==> src/rtl/irq_arbiter.sv <==
// irq_arbiter: prioritises ext/sw/timer machine interrupts and hands one registered
// request plus mcause to the trap sequencer, blocking nesting until mret.
module irq_arbiter #(
    parameter int N_EXT       = 4,
    parameter int EXT_EDGE    = 1,
    parameter int SYNC_STAGES = 2,
    localparam int IW         = $clog2(N_EXT)
) (
    input  logic             clk,
    input  logic             rst,
    input  logic             timer_irq_i,
    input  logic             sw_irq_i,
    input  logic [N_EXT-1:0] ext_irq_i,
    input  logic [31:0]      csr_mstatus_i,
    input  logic [31:0]      csr_mie_i,
    input  logic             excp_busy_i,
    input  logic             irq_ack_i,
    input  logic             mret_i,
    output logic             irq_req_o,
    output logic [31:0]      irq_cause_o,
    output logic [IW-1:0]    irq_ext_id_o,
    output logic [31:0]      mip_o,
    output logic [N_EXT-1:0] ext_pend_o
);
    localparam logic [31:0] CAUSE_EXT = 32'h8000_000B;
    localparam logic [31:0] CAUSE_SW  = 32'h8000_0003;
    localparam logic [31:0] CAUSE_TMR = 32'h8000_0007;

    typedef enum logic [1:0] {IDLE, REQ, HANDLER} state_t;
    state_t state, state_nx;

    logic [N_EXT-1:0] sync [SYNC_STAGES];
    logic [N_EXT-1:0] pend, clr;
    logic [31:0]      cand, cause_nx;
    logic [IW-1:0]    win_id;
    logic             ext_cause, src_ok, take;
    logic             unused_mstatus;

    assign unused_mstatus = ^{csr_mstatus_i[31:4], csr_mstatus_i[2:0]};

    always_ff @(posedge clk or posedge rst) begin
        if (rst) begin
            for (int k = 0; k < SYNC_STAGES; k++) sync[k] <= '0;
        end else begin
            sync[0] <= ext_irq_i;
            for (int k = 1; k < SYNC_STAGES; k++) sync[k] <= sync[k-1];
        end
    end

    generate
        if (EXT_EDGE != 0) begin : g_edge
            logic [N_EXT-1:0] dly;
            // a fresh edge beats a same-cycle clear so no interrupt is dropped
            always_ff @(posedge clk or posedge rst) begin
                if (rst) begin
                    dly  <= '0;
                    pend <= '0;
                end else begin
                    dly  <= sync[SYNC_STAGES-1];
                    pend <= (pend & ~clr) | (sync[SYNC_STAGES-1] & ~dly);
                end
            end
        end else begin : g_level
            assign pend = sync[SYNC_STAGES-1];
        end
    endgenerate

    assign mip_o      = {20'b0, |pend, 3'b0, timer_irq_i, 3'b0, sw_irq_i, 3'b0};
    assign ext_pend_o = pend;
    assign cand       = mip_o & csr_mie_i & {32{csr_mstatus_i[3]}};
    assign irq_req_o  = state == REQ;

    always_comb begin
        win_id = '0;
        for (int i = N_EXT - 1; i >= 0; i--)
            if (pend[i]) win_id = IW'(i);
    end

    assign cause_nx  = cand[11] ? CAUSE_EXT : cand[3] ? CAUSE_SW : CAUSE_TMR;
    assign ext_cause = irq_cause_o == CAUSE_EXT;
    assign src_ok    = ext_cause ? cand[11] & pend[irq_ext_id_o] : cand[irq_cause_o[4:0]];

    always_comb begin
        state_nx = state;
        state_nx = state == IDLE ? ((cand != '0 && !excp_busy_i) ? REQ : IDLE) :
                   state == REQ  ? (irq_ack_i ? HANDLER : src_ok ? REQ : IDLE) :
                                   (mret_i ? IDLE : HANDLER);
    end

    assign take = state == IDLE && state_nx == REQ;
    assign clr  = (state == REQ && irq_ack_i && ext_cause) ? N_EXT'(1) << irq_ext_id_o : '0;

    always_ff @(posedge clk or posedge rst) begin
        if (rst) begin
            state        <= IDLE;
            irq_cause_o  <= '0;
            irq_ext_id_o <= '0;
        end else begin
            state <= state_nx;
            if (take) begin
                irq_cause_o  <= cause_nx;
                irq_ext_id_o <= cand[11] ? win_id : '0;
            end
        end
    end
endmodule

==> config.mk <==
export PLATFORM = sky130hd
export DESIGN_NAME = irq_arbiter
export DESIGN_NICKNAME = d
export VERILOG_FILES = /design/src/rtl/irq_arbiter.sv
export SDC_FILE = /design/constraint.sdc
export NUM_CORES = 1
export LEC_CHECK = 0
export BUFFER_PORTS_ARGS = -buffer_cell sky130_fd_sc_hd__buf_4
export CELL_PAD_IN_SITES_DETAIL_PLACEMENT = 2
export CELL_PAD_IN_SITES_GLOBAL_PLACEMENT = 2
export CORE_MARGIN = 3
export CORE_UTILIZATION = 16
export CTS_BUF_LIST = sky130_fd_sc_hd__clkbuf_2
export DETAILED_ROUTE_END_ITERATION = 10
export PLACE_DENSITY = 0.77
export SLEW_MARGIN = 20
export SYNTH_ARGS = -nofsm -noshare
export SYNTH_HDL_FRONTEND = slang
export SYNTH_SLANG_ARGS = --single-unit
==> constraint.sdc <==
create_clock -name clk -period 1.9 [get_ports clk]
set_clock_uncertainty 0.05 [all_clocks]
set_input_delay 0.19 -clock clk [delete_from_list [all_inputs] [get_ports clk]]
set_output_delay 0.19 -clock clk [all_outputs]
set_load 0.01 [all_outputs]
# == Yosys cells after proc, flatten, opt, wreduce, memory -nomap -nowiden ==
# Cells that the tools add are included.
# classes
muxes,19
reduce_logical,8
n_lt_le_gt_ge,2
n_eq_ne,3
shifts,1
bitwise,8
# ops
operator,n
$and A12 B32 Y32,1
$and A32 B32 Y32,1
$eq A32 B32 Y1 const B,1
$reduce_bool A32 Y1,1
$mux W2,9
$and A4 B4 Y4,2
$mux W4,2
$not A4 Y4,2
$lt A5 B6 Y1 const B,1
$bmux W1 S5,1
$mux W1,5
$eq A2 B1 Y1 const B,2
$logic_and A1 B1 Y1,4
$or A4 B4 Y4,1
$reduce_or A4 Y1,1
$shl A1 B2 Y4 const A,1
$lt A2 B3 Y1 const B,1
$mux W3,1
$bmux W1 S2,1
$logic_not A2 Y1,1
$and A1 B1 Y1,1
$logic_not A1 Y1,1
# totals
register_bits,52
word_cells,48
in_bits,75

# == Longest topological paths before layout ==
# logic_depth
ltp_word,12
depth_mapped,4
ltp_nobuf,4

# == Worst setup path before layout ==
# OpenSTA, ideal clock, no wires.
# synth_path
path_type,flip-flop to flip-flop
startpoint,reg pend[1] (netlist: ext_pend_o[1])
endpoint,reg irq_cause_o[3]
path_buffers,0
t_arrival_ps,1891
stages_incl_launch_ff,5
setup_time_ps,125
slack_ps,-166
cell_sequence,dfrtp_1 -> or4_4 -> and3_4 -> o31ai_4 -> mux2_2
# synth_via
elab_chain_len,12
word_cells_on_any_way,19
cone_classes,eq/ne: 1; mux: 11; bitwise: 3; reduce/logical: 4
# synth_lines
item,line,text
start: declaration,33,"logic [N_EXT-1:0] pend, clr;"
start signal: assignment,60,pend <= (pend & ~clr) | (sync[SYNC_STAGES-1] & ~dly);
$reduce_or A4 Y1 (*),68,"assign mip_o = {20'b0, |pend, 3'b0, timer_irq_i, 3'b0, sw_irq_i, 3'b0};"
named net mip_o[11],22,"output logic [31:0] mip_o,"
$and A12 B32 Y32 (*),70,assign cand = mip_o & csr_mie_i & {32{csr_mstatus_i[3]}};
$and A32 B32 Y32 (*),70,
$bmux W1 S5,81,assign src_ok = ext_cause ? cand[11] & pend[irq_ext_id_o] : cand[irq_cause_o[4:0]];
$mux W1 (implied by the code),81,
$mux W1,81,
$mux W1,86,state == REQ ? (irq_ack_i ? HANDLER : src_ok ? REQ : IDLE) :
$mux W2 (2 in series),86,
$mux W2,85,state_nx = state == IDLE ? ((cand != '0 && !excp_busy_i) ? REQ : IDLE) :
$eq A2 B1 Y1,90,assign take = state == IDLE && state_nx == REQ;
$logic_and A1 B1 Y1,90,
end signal: assignment,101,irq_cause_o <= cause_nx;
end: declaration,20,"output logic [31:0] irq_cause_o,"
# Mark *: on every way through the listed nets, which the timed path passes. The rest lies on a longest branch. The select of a mux whose other input is x is not followed.
# A chain may end at the register's enable or synchronous reset.

# == Worst setup path after layout ==
# layout_path
startpoint,reg pend[1] (netlist: ext_pend_o[1])
endpoint,reg irq_ext_id_o[0]
# layout_via
elab_chain_len,12
word_cells_on_any_way,21
cone_classes,eq/ne: 1; mux: 13; bitwise: 3; reduce/logical: 4
# layout_lines
item,line,text
$reduce_or A4 Y1,68,
$and A12 B32 Y32,70,
$and A32 B32 Y32,70,
$bmux W1 S5,81,
$mux W1 (implied by the code),81,
$mux W1,81,
$mux W1,86,
$mux W2 (2 in series),86,
$mux W2,85,
$eq A2 B1 Y1,90,
$logic_and A1 B1 Y1,90,
end signal: assignment,102,irq_ext_id_o <= cand[11] ? win_id : '0;
end: declaration,21,"output logic [IW-1:0] irq_ext_id_o,"
# Several ways; a longest one is shown, not always the timed one. The select of a mux whose other input is x is not followed.

==> impl_metrics.env <==
export IMPL_status="finished, violations left"
export IMPL_violations="setup timing"
export IMPL_pre_cts_slack_ns=-0.0279
export IMPL_ys_flop_type="dfrtp_1"
export IMPL_drt_pre_antenna_iters=3
export IMPL_dr_total_vias=891
export IMPL_synth_top_cell_area_share=0.426
export IMPL_ys_warn_count=0
export IMPL_report_final_slew_viol_count=0
export IMPL_synth_edf_count=0
export IMPL_hold_path_class="primary input to register"
export IMPL_n_antenna_cell=0
export IMPL_timing_final_ws_setup_ns=-0.0185
export IMPL_antenna_found_initial=0
export IMPL_yosysSeqAreaShare=0.426
export IMPL_rr_worst_depth=4
export IMPL_drive_gt1_frac=0.287
export IMPL_final_nets=250
export IMPL_ir_drop_v=0.000120
export IMPL_root_buffer="clkbuf_2"
export IMPL_dp_cells=264
export IMPL_synth_area_top_cells="dfrtp_1 (43%), buf_4 (33%), mux2_2 (2.5%)"
export IMPL_yosysTopAreaCell="dfrtp_1"
export IMPL_fin_hold_ws_ns=0.184
export IMPL_crit_path_max_fanout=4
export IMPL_grt_max_degree=24
export IMPL_start_util=0.169
export IMPL_portBuffers=29
export IMPL_syn2layout_area_growth_pct=20.1
export IMPL_drc=0
export IMPL_worstHoldPathCells=3
export IMPL_dieArea_um2=9580
export IMPL_p_per_area_nw_per_um2=615
export IMPL_grt_pass1_wl_um=4690
export IMPL_synth_area_per_cell_um2=10.4
export IMPL_cts_tree="done"
export IMPL_synthCells=130
export IMPL_post_route_min_period_ns=1.92
export IMPL_cp_arrival_ns=2.13
export IMPL_synthesis_area_um2=1350
export IMPL_hold_violations=0
export IMPL_crit_type="register to register"
export IMPL_path_clk_slew_ns=0.23
export IMPL_dp_hpwl_um=2390
export IMPL_power_leakage_nw=0.813
export IMPL_fp_dieW_um=97.9
export IMPL_ios=146
export IMPL_cpPeakStageDelay_ns=0.54
export IMPL_stdcell_count=276
export IMPL_synth_distinct_cells=25
export IMPL_crit_path_end_kind="register"
export IMPL_rsz0062_at_grt="true"
export IMPL_routed_wl_um=2990
export IMPL_grt_pass1_vias=968
export IMPL_grt_ovfl_total=0
export IMPL_synth_common_cells="buf_4 (60), dfrtp_1 (23), inv_1 (8), o21ai_0 (4)"
export IMPL_cts_buffers=3
export IMPL_yosysMostFrequentCell="buf_4"
export IMPL_cts_max_level=1
export IMPL_clk_latency_ns=0.34
export IMPL_clk_path_buf_depth=2
export IMPL_cts_sinks=23
export IMPL_vias_per_cell=3.23
export IMPL_crit_chain="or4_4 > and3_4 > o31ai_4 > mux2_4"
export IMPL_drt_iter0_markers=21
export IMPL_crit_family="simple AND/OR/NAND/NOR gates"
export IMPL_coreArea_um2=7970
export IMPL_cp_slowest_cell="or4_4"
export IMPL_wl_per_cell_um=10.8
export IMPL_critPathBufInv=0
export IMPL_gp_congestion=0.761
export IMPL_setup_worst_path_start_class="register"
export IMPL_setup_viol=3
export IMPL_ant_nets=0
export IMPL_cp_depth=4
export IMPL_cap_violations=0
export IMPL_fmax_mhz=521
export IMPL_rows=32
export IMPL_fin_tns_setup_ns=-0.0481
export IMPL_finalCritPeriodShare=1.01
export IMPL_synthArstFlopShare=1.00
export IMPL_grtUsageTotal=0.0597
export IMPL_critPathRequiredTime_ns=2.11
export IMPL_ys_ff_latch=23
export IMPL_fp_dieH_um=97.9
==> per-layer routing <==
layer	up-vias	part of all wire	track usage
met5	-	0	0
met3	4	0.067	0.0100
met1	429	0.40	0.0721
met4	0	0.024	0.0351
met2	52	0.50	0.0995
li1	406	-	-
==> power breakdown <==
part           internal [W]  total (W)  switching, W
combinational      0.000102   0.000240      0.000138
clock             0.0000477   0.000205      0.000157
sequential         0.000523   0.000552     0.0000286
==> metrics by stage <==
step / total power [W] / util / cell area (um2)
after detailed placement: 0.000779 / 0.190 / 1510
after CTS: 0.00101 / 0.203 / 1610
final: 0.000997 / 0.204 / 1620
after global routing: 0.00107 / 0.204 / 1620
after global placement: 0.000768 / 0.190 / 1510
after floorplan: 0.000768 / - / 1560
==> worst paths after layout <==
path	end	slack [ns]	from
worst max-delay path	irq_ext_id_o[0]$_DFFE_PP0P_	-0.02	ext_pend_o[1]$_DFF_PP0_
worst min-delay path	state[1]$_DFF_PP0_	0.18	irq_ack_i
worst max register to register	irq_ext_id_o[0]$_DFFE_PP0P_	-0.02	ext_pend_o[1]$_DFF_PP0_
worst min register to register	sync[3]$_DFF_PP0_	0.33	sync[7]$_DFF_PP0_
max in group asynchronous	state[1]$_DFF_PP0_	1.21	rst
min in group asynchronous	sync[7]$_DFF_PP0_	0.36	rst
==> layout by cell type, fill, tap and decap left out <==
cell type,Yosys,final
dfrtp_1,23,23
nor2_1,2,2
a21oi_1,3,3
o22ai_1,1,1
o31ai_4,1,1
or4_4,1,1
o41ai_1,2,2
mux2_4,0,3
mux4_1,1,1
clkbuf_2,0,3
nand2b_1,1,1
nand3_1,3,3
o21ai_1,2,1
o21ai_0,4,4
nor3_1,2,2
conb_1,1,56
nor4_1,1,1
a22o_1,1,1
inv_1,8,8
o311ai_0,1,1
nor2b_1,2,2
and3_4,1,1
o21ai_2,0,1
dlygate4sd3_1,0,6
and3b_1,1,1
and3_1,3,3
nand3b_1,2,2
clkinv_2,0,1
buf_4,60,39
==> sequential cells by signal, summed over array words and instances (netlist names) <==
signal        count
sync              8
ext_pend_o        4
g_edge.dly        4
irq_ext_id_o      2
state             2
irq_cause_o       3
==> final cells by class <==
type	count	area, um2
repair buffers	45	353
flip-flops and latches	23	576
inverters	8	30.0
clock buffers	3	15.0
multi-input cells	94	515
well taps	102	128
clock inverters	1	5.00
fillers	951	6350
==> kinds of logic after synthesis <==
| kind of cell | synth area share |
|---|---|
| buffers and inverters | 0.356 |
| other | 0.00278 |
| multiplexers | 0.0445 |
| AO/OA/AOI/OAI | 0.0797 |
| flip-flops | 0.426 |
| AND/OR/NAND/NOR | 0.0908 |
==> worst reg2reg max path: stages (launching register included) <==
cell and delay, ns:
dfrtp_1 0.43, or4_4 0.54, and3_4 0.18, o31ai_4 0.30, mux2_4 0.33
==> timing repair <==
action	CTS	global route
pin swaps	2	1
buffers inserted	2	1
setup endpoints to repair	3	6
endpoints found under the hold margin	28	0
hold buffers	6	0
resized for setup	4	0
Note: power is estimated with default switching activity, not from simulation.
